--- config.mk ---
export PLATFORM = sky130hd
export DESIGN_NAME = tcnt_timer_param_flat
export DESIGN_NICKNAME = d
export VERILOG_FILES = /design/src/rtl/tcnt_pkg.sv /design/src/rtl/tcnt_timer_param_if.sv /design/src/rtl/tcnt_prescaler.sv /design/src/rtl/tcnt_timer_param.sv /design/src/flat_wrapper.sv
export SDC_FILE = /design/constraint.sdc
export NUM_CORES = 1
export LEC_CHECK = 0
export CORE_ASPECT_RATIO = 0.9
export CORE_MARGIN = 4
export CORE_UTILIZATION = 25
export DETAILED_ROUTE_END_ITERATION = 10
export GPL_ROUTABILITY_DRIVEN = 0
export PLACE_DENSITY = 0.46
export SLEW_MARGIN = 40
export SYNTH_ARGS = -nofsm -noshare
export SYNTH_HDL_FRONTEND = slang
export SYNTH_SLANG_ARGS = --single-unit
--- constraint.sdc ---
create_clock -name PCLK -period 3.5 [get_ports PCLK]
set_input_delay 0.7 -clock PCLK [delete_from_list [all_inputs] [get_ports PCLK]]
set_output_delay 0.7 -clock PCLK [all_outputs]
set_load 0.02 [all_outputs]
--- src/rtl/tcnt_pkg.sv ---
// Shared constants for the parametrised TCNT timer.
//  - TCR bit positions (load, auto-reload, direction, enable, one-shot)
//  - flag vector bit positions {cmp, undf, ovf}
//  - run-control FSM state type
package tcnt_pkg;

  localparam int TCR_LOAD = 7;
  localparam int TCR_ARLD = 6;
  localparam int TCR_DOWN = 5;
  localparam int TCR_EN   = 4;
  localparam int TCR_OS   = 3;

  localparam int FLG_OVF  = 0;
  localparam int FLG_UNDF = 1;
  localparam int FLG_CMP  = 2;

  typedef enum logic {
    IDLE = 1'b0,
    RUN  = 1'b1
  } run_st_e;

endpackage

--- src/rtl/tcnt_timer_param_if.sv ---
// Register-side bundle for the TCNT timer.
//  master : register decode (drives TDR/TCMP/TCR/Clk_SEL/flag_clr)
//  slave  : the timer (drives TCNT, the three sticky flags and irq)
interface tcnt_timer_param_if #(
  parameter int WIDTH     = 8,
  parameter int CLK_SEL_W = 2
);
  logic [WIDTH-1:0]     TDR;
  logic [WIDTH-1:0]     TCMP;
  logic [7:0]           TCR;
  logic [CLK_SEL_W-1:0] Clk_SEL;
  logic [2:0]           flag_clr;
  logic [WIDTH-1:0]     TCNT;
  logic                 over_flow;
  logic                 under_flow;
  logic                 cmp_match;
  logic                 irq;

  modport master (
    output TDR, TCMP, TCR, Clk_SEL, flag_clr,
    input  TCNT, over_flow, under_flow, cmp_match, irq
  );

  modport slave (
    input  TDR, TCMP, TCR, Clk_SEL, flag_clr,
    output TCNT, over_flow, under_flow, cmp_match, irq
  );
endinterface

--- src/rtl/tcnt_prescaler.sv ---
// Prescaler for the TCNT timer: single-cycle tick every 2^(Clk_SEL+1) PCLKs
// while run is high.
//  PCLK    in  clock
//  RST     in  synchronous active-high reset
//  run     in  count enable; presc is held at 0 while low
//  Clk_SEL in  division select
//  clr     in  restart the division period (counter load)
//  tick    out one-PCLK count strobe
module tcnt_prescaler #(
  parameter int CLK_SEL_W = 2
) (
  input  logic                 PCLK,
  input  logic                 RST,
  input  logic                 run,
  input  logic [CLK_SEL_W-1:0] Clk_SEL,
  input  logic                 clr,
  output logic                 tick
);

  // Largest division is 2^(2^CLK_SEL_W), so the counter needs 2^CLK_SEL_W bits.
  localparam int PW = 2 ** CLK_SEL_W;

  logic [PW-1:0]        presc_q, presc_d;
  logic [PW-1:0]        term;
  logic [CLK_SEL_W-1:0] sel_q;
  logic [31:0]          shamt;
  logic                 sel_chg;

  // Terminal count 2^(Clk_SEL+1)-1 built as a low-ones mask; a shift by the
  // full width yields all ones, covering the largest division.
  assign shamt   = 32'(Clk_SEL) + 32'd1;
  assign term    = ~({PW{1'b1}} << shamt);
  assign sel_chg = (Clk_SEL != sel_q);

  // No tick on the cycle the select changes: the period restarts instead.
  assign tick = run && !sel_chg && (presc_q == term);

  always_comb begin
    presc_d = presc_q + {{(PW-1){1'b0}}, 1'b1};
    if (!run || clr || sel_chg || tick) presc_d = '0;
  end

  always_ff @(posedge PCLK) begin
    if (RST) begin
      presc_q <= '0;
      sel_q   <= '0;
    end else begin
      presc_q <= presc_d;
      sel_q   <= Clk_SEL;
    end
  end

endmodule

--- src/rtl/tcnt_timer_param.sv ---
// WIDTH-bit up/down timer with internal prescaler, auto-reload, one-shot,
// compare match and sticky clearable flags combined into one registered irq.
//  PCLK  in  sole clock
//  RST   in  synchronous active-high reset
//  bus   slave modport: TDR, TCMP, TCR, Clk_SEL, flag_clr in;
//                       TCNT, over_flow, under_flow, cmp_match, irq out
module tcnt_timer_param
  import tcnt_pkg::*;
#(
  parameter int WIDTH     = 8,
  parameter int CLK_SEL_W = 2
) (
  input  logic PCLK,
  input  logic RST,
  tcnt_timer_param_if.slave bus
);

  localparam logic [WIDTH-1:0] MAX = '1;

  logic             load_q, en_q;
  logic             load_edge, en_edge;
  run_st_e          st_q, st_d;
  logic             run, tick, wrap;
  logic [WIDTH-1:0] cnt_q, cnt_d;
  logic [2:0]       flg_q, flg_d, flg_set;
  logic             irq_q, irq_d;

  assign load_edge = bus.TCR[TCR_LOAD] & ~load_q;
  assign en_edge   = bus.TCR[TCR_EN]   & ~en_q;
  assign run       = (st_q == RUN);

  tcnt_prescaler #(.CLK_SEL_W(CLK_SEL_W)) u_presc (
    .PCLK    (PCLK),
    .RST     (RST),
    .run     (run),
    .Clk_SEL (bus.Clk_SEL),
    .clr     (load_edge),
    .tick    (tick)
  );

  // Counter next state. A load edge overrides a coincident tick entirely.
  always_comb begin
    cnt_d   = cnt_q;
    flg_set = '0;
    wrap    = 1'b0;
    if (load_edge) begin
      cnt_d = bus.TDR;
    end else if (tick) begin
      if (bus.TCR[TCR_DOWN]) begin
        if (cnt_q == '0) begin
          cnt_d             = bus.TCR[TCR_ARLD] ? bus.TDR : MAX;
          flg_set[FLG_UNDF] = 1'b1;
          wrap              = 1'b1;
        end else begin
          cnt_d = cnt_q - 1'b1;
        end
      end else begin
        if (cnt_q == MAX) begin
          cnt_d            = bus.TCR[TCR_ARLD] ? bus.TDR : '0;
          flg_set[FLG_OVF] = 1'b1;
          wrap             = 1'b1;
        end else begin
          cnt_d = cnt_q + 1'b1;
        end
      end
      if (cnt_d == bus.TCMP) flg_set[FLG_CMP] = 1'b1;
    end
  end

  // Run control: start on an enable rising edge, stop when enable drops or
  // a one-shot count wraps.
  always_comb begin
    st_d = st_q;
    case (st_q)
      IDLE:    if (en_edge) st_d = RUN;
      RUN:     if (!bus.TCR[TCR_EN] || (wrap && bus.TCR[TCR_OS])) st_d = IDLE;
      default: st_d = IDLE;
    endcase
  end

  // Set beats clear so an event in the clearing cycle is never lost.
  assign flg_d = (flg_q & ~bus.flag_clr) | flg_set;
  assign irq_d = |(flg_q & bus.TCR[2:0]);

  always_ff @(posedge PCLK) begin
    if (RST) begin
      st_q   <= IDLE;
      cnt_q  <= '0;
      flg_q  <= '0;
      irq_q  <= 1'b0;
      load_q <= 1'b0;
      // Enable history resets high so an enable still asserted across reset
      // does not restart the counter; it must drop and rise again.
      en_q   <= 1'b1;
    end else begin
      st_q   <= st_d;
      cnt_q  <= cnt_d;
      flg_q  <= flg_d;
      irq_q  <= irq_d;
      load_q <= bus.TCR[TCR_LOAD];
      en_q   <= bus.TCR[TCR_EN];
    end
  end

  assign bus.TCNT       = cnt_q;
  assign bus.over_flow  = flg_q[FLG_OVF];
  assign bus.under_flow = flg_q[FLG_UNDF];
  assign bus.cmp_match  = flg_q[FLG_CMP];
  assign bus.irq        = irq_q;

endmodule
--- src/flat_wrapper.sv ---
// flat-port wrapper written by rule: the top's interface ports become plain ports
module tcnt_timer_param_flat import tcnt_pkg::*;
#(
  parameter int WIDTH     = 8,
  parameter int CLK_SEL_W = 2
)
  (PCLK, RST, bus_TDR, bus_TCMP, bus_TCR, bus_Clk_SEL, bus_flag_clr, bus_TCNT, bus_over_flow, bus_under_flow, bus_cmp_match, bus_irq);
  tcnt_timer_param_if #(.WIDTH(WIDTH), .CLK_SEL_W(CLK_SEL_W)) bus_i ();
  input  logic PCLK;
  input  logic RST;
  input wire logic [$bits(bus_i.TDR)-1:0] bus_TDR;
  input wire logic [$bits(bus_i.TCMP)-1:0] bus_TCMP;
  input wire logic [$bits(bus_i.TCR)-1:0] bus_TCR;
  input wire logic [$bits(bus_i.Clk_SEL)-1:0] bus_Clk_SEL;
  input wire logic [$bits(bus_i.flag_clr)-1:0] bus_flag_clr;
  output wire logic [$bits(bus_i.TCNT)-1:0] bus_TCNT;
  output wire logic [$bits(bus_i.over_flow)-1:0] bus_over_flow;
  output wire logic [$bits(bus_i.under_flow)-1:0] bus_under_flow;
  output wire logic [$bits(bus_i.cmp_match)-1:0] bus_cmp_match;
  output wire logic [$bits(bus_i.irq)-1:0] bus_irq;
  assign bus_i.TDR = bus_TDR;
  assign bus_i.TCMP = bus_TCMP;
  assign bus_i.TCR = bus_TCR;
  assign bus_i.Clk_SEL = bus_Clk_SEL;
  assign bus_i.flag_clr = bus_flag_clr;
  assign bus_TCNT = bus_i.TCNT;
  assign bus_over_flow = bus_i.over_flow;
  assign bus_under_flow = bus_i.under_flow;
  assign bus_cmp_match = bus_i.cmp_match;
  assign bus_irq = bus_i.irq;
  tcnt_timer_param #(.WIDTH(WIDTH), .CLK_SEL_W(CLK_SEL_W)) u_core (.PCLK(PCLK), .RST(RST), .bus(bus_i));
endmodule
==> impl_metrics.py <==
metrics = {
    "sta": {
        "report.final.hold_viol_count": 0,
        "holdWs_ps": 483,
        "fin_crit_sh_pct": 79.3,
        "timing.fmax_mhz": 360,
        "finalWorstPathRequiredPeriod_ps": 2780,
        "tns_ps": 0,
        "relSlewSlack_pct": 63.4,
        "maxSlewViolCount": 0,
        "fin_worst_skew_ps": 1.41,
        "setup_viol": 0,
        "rsz0062_at_grt": "no",
        "worst_pin_slew_ps": 548,
    },
    "synth": {
        "synth.top_cell.area_share_pct": 23.6,
        "synth_ff_type": "dfxtp_1",
        "syn-num-nets": 270,
        "synth_edf_count": 0,
        "synth-seq-cells": 21,
        "netlist_area_sq_um": 1780,
        "synthArstFlopShare_pct": 0,
        "synth.largest_area_cell": "dfxtp_1",
        "netlist_instances": 236,
        "syn_avg_cell_area_sq_um": 7.54,
        "synthTopCellsByArea": "dfxtp_1 (24%), nor2_1 (5.7%), a21oi_1 (4.8%), xor2_1 (4.4%), nand2_1 (3.0%)",
        "yosysSeqAreaShare_pct": 23.6,
        "synth_cell_type_count": 62,
        "ys_warn_count": 0,
    },
    "pwr": {
        "ir_drop_uv": 169,
        "clkPwrFrac_pct": 26.7,
        "p_leak_nw": 0.817,
        "p_int_w": 0.000435,
        "total_power_w": 0.000667,
        "sw_frac_of_total_pct": 34.7,
        "switchingPower_w": 0.000232,
        "seq_power_share_pct": 40.3,
        "cellPowerDensity_nw_per_um2": 290,
        "comb_power_share_pct": 33.1,
    },
    "clock_network": {
        "cts_buffer_depth": 2,
        "cts_buffers": 3,
        "cts.sinks": 21,
        "cts_setup_buffers": 0,
        "cts_tree": "done",
        "clk_latency_ps": 270,
        "ctsHtreeMaxLevel": 1,
        "path_clk_slew_ps": 90,
        "post_cts_resize_count": 0,
        "cts_root_buf": "clkbuf_8",
        "cts_hold_buffers": 0,
    },
    "die": {
        "core_sq_um": 6760,
        "dieHeight_um": 88.1,
        "start_util_pct": 26.3,
        "ios": 43,
        "row_count": 28,
        "dieArea_sq_um": 8540,
        "die_x_um": 97.0,
    },
    "global_route": {
        "grt_max_degree": 29,
        "grt_use_total_pct": 13.3,
        "grt_pass1_wl_mm": 9.19,
        "overflow": 0,
        "grt_pass1_vias": 1779,
        "antenna_found_initial": 0,
    },
    "route": {
        "drt_wl_total_mm": 5.69,
        "drt-initial-drc-count": 110,
        "drc": 0,
        "wl_per_cell_um": 15.9,
        "vias_per_cell": 5.05,
        "ant_nets": 0,
        "num_vias": 1813,
        "drt_first_pass_iters": 4,
    },
    "setup_path": {
        "critical_path.startpoint": "u_core.bus.TCNT[0]",
        "worstPathMaxFanout": 9,
        "r2r-start": "u_core.bus.TCNT[0]",
        "worstRegToRegCells": 9,
        "critPathCaptureType": "flip-flop",
        "criticalPathCategory": "flip-flop to flip-flop",
        "startpoint_type": "flip-flop",
        "timing.rr.end": "u_core.flg_q[2]",
        "rrSetupSlack_ps": 720,
        "arrival_ps": 2980,
        "crit_required_ps": 3710,
    },
    "cells_and_area": {
        "num-nets-final": 304,
        "fin_util_pct": 34.0,
        "diodes": 0,
        "syn_to_final_growth_pct": 29.3,
        "layout-drive-gt1-share_pct": 8.92,
    },
    "worst_hold_path": {
        "min_path_cells": 1,
        "worst_hold_path.endpoint": "u_core.u_presc.presc_q[0]",
        "worstHoldStart": "u_core.u_presc.presc_q[0]",
        "hp-class": "flip-flop to flip-flop",
    },
    "placement": {
        "dp_hpwl_mm": 4.26,
        "io_buffers": 42,
    },
    "job": {
        "max_cap_violations": 0,
    },
    "status": {
        "outcome": "finished, final reports clean",
    },
}
cells by family (layout without fill, tap and decap cells):
logic type      count (synthesis)  count (layout)  share of synthesized area [%]
mux                             4               4                           2.39
buf+inv                        31              64                           8.57
fa+ha+maj                       3               3                           2.11
compound gates                 67              67                           26.7
xor+xnor                       15              15                           7.38
simple gates                   95              95                           29.2
flops                          21              21                           23.6
cell type report:
type	instances	area (sq um)
Sequential cell	21	420
Clock buffer	3	41.3
Timing Repair Buffer	48	465
Fill cell	736	4460
Inverter	12	45.0
Clock inverter	1	7.51
Multi-Input combinational cell	184	1210
Tap cell	90	113
critical path, cell delays in order, from the launching register on:
cell and delay, ps:
dfxtp_1 400, inv_1 110, ha_1 190, or3b_2 590, nor2_2 230, a21oi_1 150
a221oi_2 380, xor2_1 100, or3_1 390, o21ai_1 150
power groups by stage:
stage	logic, W	clock network [W]	registers [W]
6_report	0.000220	0.000178	0.000268
5_1_grt	0.000242	0.000189	0.000271
4_1_cts	0.000220	0.000179	0.000268
3_5_place_dp	0.000219	0	0.000274
3_3_place_gp	0.000222	0	0.000274
2_1_floorplan	0.000144	0	0.000269
sequential cells by signal, summed over array words and instances, names as in the netlist:
name,flops
u_core.bus.TCNT,8
u_core.u_presc.presc_q,4
u_core.flg_q,3
u_core.en_q,1
u_core.bus.irq,1
u_core.run,1
u_core.load_q,1
u_core.u_presc.sel_q,2
cells in the mapped netlist, types with 4 or more instances:
master and instances:
nor2b_1 5, clkbuf_1 12, xor2_1 9, buf_6 4
nor4_1 4, nor3_1 8, xnor2_1 6, nand3_1 6
o211ai_1 5, o21ai_0 8, nand4_1 4, inv_1 12
a21oi_1 17, and2_1 4, nand2_1 14, nor2_1 27
dfxtp_1 21, a211oi_1 6
cell usage in the layout (no fill, tap or decap), types with 3 or more instances in the layout:
cell,instances
nor4_1,4
o31ai_1,3
and2_1,4
ha_1,3
clkdlybuf4s50_1,42
nor3_1,8
a31oi_1,3
a211oi_1,6
and3_1,3
nor2_1,27
nand2_1,14
o21ai_0,8
buf_4,6
nand4_1,4
o211ai_1,5
inv_1,12
xnor2_1,6
a21oi_1,17
nor2b_1,4
dfxtp_1,21
nand2b_1,3
xor2_1,9
clkbuf_8,3
nand3_1,6
metrics by stage:
stage | worst slack [ps] | instances | cell area (sq um)
5_1_grt | 593 | 359 | 2300
6_report | 724 | 359 | 2300
3_3_place_gp | 749 | 355 | 2250
4_1_cts | 735 | 359 | 2300
2_1_floorplan | 1040 | 236 | 1780
3_5_place_dp | 776 | 355 | 2250
how the worst max path moves through the flow:
stage / depth (start not counted) / to / slack [ps]
after CTS: 9 / u_core.flg_q[2] / 730
after global placement: 7 / u_core.flg_q[2] / 750
after floorplan: 10 / u_core.flg_q[2] / 1040
after global routing: 9 / u_core.flg_q[2] / 590
final: 9 / u_core.flg_q[2] / 720
after detailed placement: 8 / u_core.bus.TCNT[3] / 780
routing by layer:
layer | vias to the layer above | share of wire (%) | GRT usage (%)
li1 | 932 | - | -
met1 | 831 | 50 | 18.7
met2 | 42 | 45 | 21.0
met3 | 8 | 3.5 | 2.47
met4 | 0 | 1.7 | 3.57
met5 | - | 0 | 0
No activity file was read; power rests on OpenSTA's default activity.
